**config.mk**
```make
export PLATFORM = sky130hd
export DESIGN_NAME = seq_game_core
export DESIGN_NICKNAME = d
export VERILOG_FILES = /design/src/rtl/seq_game_core.sv
export SDC_FILE = /design/constraint.sdc
export NUM_CORES = 1
export LEC_CHECK = 0
export ABC_AREA = 1
export CORE_AREA = 2 2 114 116
export DETAILED_ROUTE_END_ITERATION = 6
export DIE_AREA = 0 0 116 118
export PLACE_DENSITY = 0.65
export RECOVER_POWER = 25
export SLEW_MARGIN = 25
export SYNTH_ARGS = -nofsm -noshare
export SYNTH_HDL_FRONTEND = slang
export SYNTH_SLANG_ARGS = --single-unit
```
**constraint.sdc**
```tcl
create_clock -name CLOCK_50 -period 4 [get_ports CLOCK_50]
set_input_delay 0.6 -clock CLOCK_50 [delete_from_list [all_inputs] [get_ports CLOCK_50]]
set_output_delay 0.6 -clock CLOCK_50 [all_outputs]
set_load 0.03 [all_outputs]
```
**src/rtl/seq_game_core.sv**
```systemverilog
// seq_game_core -- memory-sequence ("Simon") game engine.
// Each round an LFSR appends one random symbol to the sequence memory. The
// sequence is replayed on the lamps at tick pace, and then the player repeats it
// forward or in reverse. Lamp and status outputs are registered. They are
// computed from the next state, so they line up with the state register.
module seq_game_core #(
    parameter  int unsigned N_CH          = 4,
    parameter  int unsigned MAX_LEN       = 16,
    parameter  int unsigned TIMEOUT_TICKS = 10,
    localparam int unsigned LW            = $clog2(MAX_LEN + 1),
    localparam int unsigned PW            = $clog2(MAX_LEN * (MAX_LEN + 1) / 2 + 1)
) (
    input  logic            CLOCK_50,
    input  logic            reset_n,
    input  logic            tick,
    input  logic            start,
    input  logic            mode,
    input  logic [15:0]     seed,
    input  logic [LW-1:0]   target_len,
    input  logic [N_CH-1:0] btn,
    output logic [N_CH-1:0] leds,
    output logic [LW-1:0]   round,
    output logic [PW-1:0]   points,
    output logic            busy,
    output logic            win,
    output logic            lose
);

    localparam int unsigned SW    = (N_CH > 1) ? $clog2(N_CH) : 1;
    localparam int unsigned IW    = (MAX_LEN > 1) ? $clog2(MAX_LEN) : 1;
    localparam int unsigned DEPTH = 1 << IW;
    localparam int unsigned TW    = 8;
    localparam logic [15:0] ZERO_SEED_SUB = 16'hACE1;

    typedef enum logic [2:0] {
        S_IDLE,
        S_ADD,
        S_PLAY_ON,
        S_PLAY_OFF,
        S_WAIT_IN,
        S_WIN,
        S_LOSE
    } state_t;

    state_t          state_q, state_d;
    logic [15:0]     lfsr_q, lfsr_d;
    logic [LW-1:0]   target_q, target_d;
    logic            mode_q, mode_d;
    logic [LW-1:0]   round_q, round_d;
    logic [PW-1:0]   points_q, points_d;
    logic [IW-1:0]   play_idx_q, play_idx_d;
    logic [IW-1:0]   entry_idx_q, entry_idx_d;
    logic [TW-1:0]   to_cnt_q, to_cnt_d;
    logic [SW-1:0]   mem_q [DEPTH];
    logic [SW-1:0]   mem_d [DEPTH];
    logic [N_CH-1:0] leds_q, leds_d;
    logic            busy_q, busy_d;
    logic            win_q, win_d;
    logic            lose_q, lose_d;

    logic            lfsr_fb;
    logic [SW-1:0]   new_sym;
    logic [LW-1:0]   target_clamped;
    logic [LW-1:0]   last_idx;
    logic [N_CH-1:0] exp_onehot;
    logic            press_ok;
    logic            last_elem;

    // The Fibonacci LFSR shifts right. Taps 16,14,13,11 map to bits 0,2,3,5.
    // Feedback enters at bit 15.
    assign lfsr_fb    = lfsr_q[0] ^ lfsr_q[2] ^ lfsr_q[3] ^ lfsr_q[5];
    assign new_sym    = SW'({24'd0, lfsr_q[7:0]} % N_CH);
    assign last_idx   = round_q - LW'(1);
    assign exp_onehot = {{(N_CH-1){1'b0}}, 1'b1} << mem_q[entry_idx_q];
    assign press_ok   = (btn == exp_onehot);
    assign last_elem  = mode_q ? (entry_idx_q == '0) : (LW'(entry_idx_q) == last_idx);

    // Clamp the requested winning length to 1..MAX_LEN.
    always_comb begin
        target_clamped = target_len;
        if (target_len == '0) begin
            target_clamped = LW'(1);
        end else if (32'(target_len) > MAX_LEN) begin
            target_clamped = LW'(MAX_LEN);
        end
    end

    // State register.
    always_ff @(posedge CLOCK_50) begin
        if (!reset_n) begin
            state_q <= S_IDLE;
        end else begin
            state_q <= state_d;
        end
    end

    // Datapath and registered outputs.
    always_ff @(posedge CLOCK_50) begin
        if (!reset_n) begin
            lfsr_q      <= '0;
            target_q    <= '0;
            mode_q      <= 1'b0;
            round_q     <= '0;
            points_q    <= '0;
            play_idx_q  <= '0;
            entry_idx_q <= '0;
            to_cnt_q    <= '0;
            leds_q      <= '0;
            busy_q      <= 1'b0;
            win_q       <= 1'b0;
            lose_q      <= 1'b0;
            for (int unsigned i = 0; i < DEPTH; i++) begin
                mem_q[i] <= '0;
            end
        end else begin
            lfsr_q      <= lfsr_d;
            target_q    <= target_d;
            mode_q      <= mode_d;
            round_q     <= round_d;
            points_q    <= points_d;
            play_idx_q  <= play_idx_d;
            entry_idx_q <= entry_idx_d;
            to_cnt_q    <= to_cnt_d;
            leds_q      <= leds_d;
            busy_q      <= busy_d;
            win_q       <= win_d;
            lose_q      <= lose_d;
            mem_q       <= mem_d;
        end
    end

    // Next-state and datapath update logic.
    always_comb begin
        state_d     = state_q;
        lfsr_d      = lfsr_q;
        target_d    = target_q;
        mode_d      = mode_q;
        round_d     = round_q;
        points_d    = points_q;
        play_idx_d  = play_idx_q;
        entry_idx_d = entry_idx_q;
        to_cnt_d    = to_cnt_q;
        mem_d       = mem_q;
        case (state_q)
            S_IDLE, S_WIN, S_LOSE: begin
                if (start) begin
                    lfsr_d   = (seed == '0) ? ZERO_SEED_SUB : seed;
                    target_d = target_clamped;
                    mode_d   = mode;
                    round_d  = '0;
                    points_d = '0;
                    state_d  = S_ADD;
                end
            end
            S_ADD: begin
                mem_d[round_q[IW-1:0]] = new_sym;
                lfsr_d     = {lfsr_fb, lfsr_q[15:1]};
                round_d    = round_q + LW'(1);
                play_idx_d = '0;
                state_d    = S_PLAY_ON;
            end
            S_PLAY_ON: begin
                if (tick) begin
                    state_d = S_PLAY_OFF;
                end
            end
            S_PLAY_OFF: begin
                if (tick) begin
                    if (LW'(play_idx_q) == last_idx) begin
                        entry_idx_d = mode_q ? IW'(last_idx) : '0;
                        to_cnt_d    = '0;
                        state_d     = S_WAIT_IN;
                    end else begin
                        play_idx_d = play_idx_q + IW'(1);
                        state_d    = S_PLAY_ON;
                    end
                end
            end
            S_WAIT_IN: begin
                // A press outranks a coincident tick, so that tick is not counted.
                if (btn != '0) begin
                    if (press_ok) begin
                        to_cnt_d    = '0;
                        entry_idx_d = mode_q ? (entry_idx_q - IW'(1)) : (entry_idx_q + IW'(1));
                        if (last_elem) begin
                            points_d = points_q + PW'(round_q);
                            state_d  = (round_q == target_q) ? S_WIN : S_ADD;
                        end
                    end else begin
                        state_d = S_LOSE;
                    end
                end else if (tick) begin
                    to_cnt_d = to_cnt_q + TW'(1);
                    if (to_cnt_q + TW'(1) == TW'(TIMEOUT_TICKS)) begin
                        state_d = S_LOSE;
                    end
                end
            end
            default: state_d = S_IDLE;
        endcase
    end

    // Registered outputs are derived from the next state.
    // PLAY_ON reads mem_d so that a symbol written in ADD shows immediately.
    always_comb begin
        leds_d = '0;
        busy_d = 1'b0;
        win_d  = 1'b0;
        lose_d = 1'b0;
        case (state_d)
            S_ADD, S_PLAY_OFF: busy_d = 1'b1;
            S_PLAY_ON: begin
                busy_d = 1'b1;
                leds_d = {{(N_CH-1){1'b0}}, 1'b1} << mem_d[play_idx_d];
            end
            S_WAIT_IN: begin
                busy_d = 1'b1;
                if (state_q == S_WAIT_IN) begin
                    leds_d = btn;
                end
            end
            S_WIN: begin
                leds_d = '1;
                win_d  = 1'b1;
            end
            S_LOSE:  lose_d = 1'b1;
            default: leds_d = '0;
        endcase
    end

    assign leds   = leds_q;
    assign round  = round_q;
    assign points = points_q;
    assign busy   = busy_q;
    assign win    = win_q;
    assign lose   = lose_q;

endmodule

```
==> impl_metrics.env <==
export IMPL_status="completed"
export IMPL_capturing_point_of_the_worst_reg2reg_path="leds[1]"
export IMPL_place_worst_setup_slack_ns=0.976
export IMPL_max_slew_worst_pin_slew_ns=0.932
export IMPL_grt_setup_unrepaired="no"
export IMPL_buffers_and_inverters_on_the_worst_path=3
export IMPL_boundaryPins=50
export IMPL_worst_hold_startpoint="lfsr_q[12]"
export IMPL_critical_path_startpoint="round[1]"
export IMPL_cp_endpoint="leds[1]"
export IMPL_pin_count_of_the_biggest_net_entering_global_routing=44
export IMPL_worst_r2r_startpoint="round[1]"
export IMPL_power_clock_fraction=0.301
export IMPL_layout_worst_path_cycle_share=0.763
export IMPL_crit_path_max_fo=10
export IMPL_postRouteWirelength_mm=15.2
export IMPL_synthesis_instances=850
export IMPL_cpPeakStageDelay_ns=0.67
export IMPL_arrival_worst_endpoint_ns=3.33
export IMPL_power_internal_w=0.00197
export IMPL_final_min_clock_period_ns=3.05
export IMPL_numPortBuffers=49
export IMPL_critical_path_class="register to register"
export IMPL_critPathLaunchType="register"
export IMPL_max_slew_margin_rel=0.379
export IMPL_cap_violations=0
export IMPL_crit_family="simple AND/OR/NAND/NOR gates"
export IMPL_mappedNetlistArea_um2=5540
export IMPL_multiInputGateArea_um2=3160
export IMPL_route_vias_total=5562
export IMPL_postSynthNetCount=897
export IMPL_path_depth=20
export IMPL_floorplan_core_area_um2=12400
export IMPL_clock_sink_count=93
export IMPL_hold_path_class="register to register"
export IMPL_drt_pre_antenna_iters=5
export IMPL_hold_buffers=0
export IMPL_critical_path_top_cell_by_count="nand3_1"
export IMPL_final_global_route_overflow_total=0
export IMPL_vias_in_the_first_global_route=5144
export IMPL_hold_depth=2
export IMPL_power_density_nw_per_um2=482
export IMPL_achievable_frequency_ghz=0.327
export IMPL_worst_path_max_delay_cell="dfxtp_1"
export IMPL_drtAntennaViolNets=0
export IMPL_synth_area_per_cell_um2=6.52
export IMPL_report_final_setup_viol=0
export IMPL_reg2regPathDepth=20
export IMPL_grt_first_pass_wirelength_mm=25.6
export IMPL_cts_max_level=3
export IMPL_total_leakage_power_nw=2.90
export IMPL_power_combinational_fraction=0.327
export IMPL_worstPathCellList="inv_1 > ha_1 > inv_1 > nand2_1 > nand2_1 > nor2_1 > nand2_1 > nor2_4 > nand2_4 > nand3_1 > nand3_1 > nand2_1 > nand3_1 > nand3_1 > nand3_1 > nand2_2 > inv_2 > nor2_1 > nor2_1 > nor2_1"
export IMPL_sequentialPowerShare=0.372
export IMPL_switching_power_w=0.00115
export IMPL_fin_skew_ns=0.00965
export IMPL_routabilityCongestion=0.940
export IMPL_worstPathRequired_ns=4.28
export IMPL_postCtsResizedCells=0
export IMPL_n_fill_cell=1301
export IMPL_reg_area_um2=1860
export IMPL_fin_setup_tns_ns=0
export IMPL_ys_warn_count=0
export IMPL_synth_cell_type_count=43
export IMPL_wl_per_cell_um=14.4
export IMPL_detail_route_vias_per_cell=5.24
export IMPL_grt_total_usage=0.234
export IMPL_r2r_slack_ns=0.95
export IMPL_synth_sequential_area_ratio=0.336
export IMPL_cp_end_kind="register"
export IMPL_die_w_um=116
export IMPL_finalHoldViolations=0
export IMPL_timing_max_transition_violations_final=0
export IMPL_clock_path_buffers=2
export IMPL_finish_net_count=932
export IMPL_antenna_found_initial=0
export IMPL_power_ir_vdd_worst_mv=0.221
export IMPL_cts_setup_buffers=0
export IMPL_remaining_drc_errors=0
export IMPL_num_antenna_cells=0
export IMPL_tritoncts="built"
export IMPL_die_y_um=118
export IMPL_initial_util=0.446
export IMPL_layout_setup_ws_ns=0.947
export IMPL_number_of_design_rule_violations_left_by_the_first_detailed_router_iteration=471
export IMPL_clkSlewWorstSetupHoldPaths_ns=0.06
export IMPL_die_area_um2=13700
export IMPL_dp_final_hpwl_mm=11.2
export IMPL_total_of_flip_flops_plus_latches_after_synthesis=93
export IMPL_number_of_placement_rows=41
export IMPL_switching_share=0.368
export IMPL_cts_buffers_inserted=9
export IMPL_drive_above_1_share=0.0674
export IMPL_cts_root_buffer_cell="clkbuf_16"
export IMPL_clock_latency_on_the_worst_skew_pair_ns=0.35
export IMPL_syn2layout_area_growth_pct=16.7
[sequential cells by signal (all words and copies together) (netlist names), 3 cells and up]
| signal | cells |
|---|---|
| entry_idx_q | 4 |
| leds | 4 |
| lfsr_q | 16 |
| mem_q | 32 |
| play_idx_q | 4 |
| points | 8 |
| round | 5 |
| state_q | 3 |
| target_q | 5 |
| to_cnt_q | 8 |
[how the worst min path moves through the flow]
| stage | to | slack [ns] |
|---|---|---|
| 3_3_place_gp | lfsr_q[12] | 0.47 |
| 5_1_grt | target_q[4] | 0.50 |
| 2_1_floorplan | target_q[4] | 0.45 |
| 4_1_cts | lfsr_q[12] | 0.49 |
| 3_5_place_dp | lfsr_q[12] | 0.48 |
| 6_report | lfsr_q[12] | 0.49 |
[power by group through the flow]
stage / logic [W] / clock network, W / registers (W)
final: 0.00102 / 0.000936 / 0.00116
after CTS: 0.00103 / 0.000955 / 0.00116
after floorplan: 0.000727 / 0 / 0.00118
after global placement: 0.00103 / 0 / 0.00117
after detailed placement: 0.00102 / 0 / 0.00117
after global routing: 0.00115 / 0.000987 / 0.00117
[kinds of logic (layout without fill, tap and decap cells)]
kind of cell	Yosys count	in the layout	share of synthesized area
AOI/OAI and AO/OA	125	125	0.126
adders and majority gates	17	17	0.0411
xor gates and xnor gates	18	18	0.0285
DFF	93	93	0.336
muxes	1	1	0.00181
buffers and inverters	126	166	0.0931
and+or+nand+nor	470	470	0.373
[cells in the mapped netlist (all sizes together)]
library cell | instances | area share
nor2 | 118 | 0.087
buf | 10 | 0.014
o211ai | 4 | 0.0054
inv | 96 | 0.066
o2111ai | 2 | 0.0032
o21ai | 66 | 0.060
mux2i | 1 | 0.0018
dfxtp | 93 | 0.34
nor4 | 3 | 0.0034
nand4 | 6 | 0.011
a31oi | 11 | 0.012
ha | 15 | 0.034
nand3 | 96 | 0.090
nor3 | 23 | 0.021
clkinv | 1 | 0.00068
a211oi | 3 | 0.0041
a221oi | 1 | 0.0016
o22ai | 3 | 0.0034
nand2 | 219 | 0.16
or2 | 5 | 0.0056
xnor2 | 7 | 0.011
a22oi | 7 | 0.0095
o21a | 1 | 0.0014
xor2 | 11 | 0.017
clkbuf | 19 | 0.013
a21oi | 27 | 0.025
fa | 2 | 0.0072
[area by class of cell]
cell class / instances / share of cell area
inverters: 97 / 0.0571
multi-input cells: 631 / 0.489
well taps: 172 / 0.0333
repair buffers: 53 / 0.0819
flip-flops and latches: 93 / 0.288
clock inverters: 4 / 0.0108
clock buffers: 12 / 0.0397
[per-layer routing]
layer / track usage / vias to the layer above / part of all wire
met3: 0.0422 / 25 / 0.070
li1: - / 2831 / -
met4: 0.0796 / 0 / 0.019
met1: 0.333 / 2496 / 0.47
met2: 0.354 / 210 / 0.44
met5: 0 / - / 0
[worst register-to-register path, cell delays in order, from the launching register on]
cell and delay [ns]:
dfxtp_1 0.67, inv_1 0.17, ha_1 0.40, inv_1 0.08
nand2_1 0.06, nand2_1 0.05, nor2_1 0.07, nand2_1 0.09
nor2_4 0.11, nand2_4 0.10, nand3_1 0.11, nand3_1 0.10
nand2_1 0.27, nand3_1 0.16, nand3_1 0.10, nand3_1 0.10
nand2_2 0.12, inv_2 0.04, nor2_1 0.09, nor2_1 0.04
nor2_1 0.07
[layout by cell type, fill, tap and decap left out, types with 3 or more instances in the layout]
| cell | instances |
|---|---|
| a31oi_1 | 11 |
| o22ai_1 | 3 |
| a22oi_1 | 7 |
| ha_1 | 15 |
| nand4_1 | 4 |
| nand2_1 | 208 |
| nor2_4 | 4 |
| a21oi_1 | 26 |
| dlygate4sd3_1 | 15 |
| o21ai_0 | 56 |
| or2_2 | 3 |
| a211oi_1 | 3 |
| nand2_4 | 3 |
| nor2_1 | 111 |
| xor2_1 | 11 |
| inv_1 | 81 |
| nor4_1 | 3 |
| nor2_2 | 3 |
| clkdlybuf4s50_1 | 34 |
| nand3_1 | 94 |
| dfxtp_1 | 93 |
| o211ai_1 | 4 |
| nor3_1 | 23 |
| nand2_2 | 8 |
| inv_2 | 13 |
| o21ai_1 | 9 |
| xnor2_1 | 7 |
| clkbuf_16 | 9 |
[per-stage QoR]
stage	instances	hold slack (ns)	total power, W	cell area [um^2]	utilization
after CTS	1062	0.490	0.00314	6470	0.521
after global placement	1046	0.468	0.00220	6140	0.495
final	1062	0.487	0.00311	6460	0.521
after detailed placement	1046	0.480	0.00220	6140	0.495
after global routing	1062	0.504	0.00331	6460	0.521
after floorplan	850	0.450	0.00191	5540	-
Note: power is estimated with default switching activity, not from simulation.
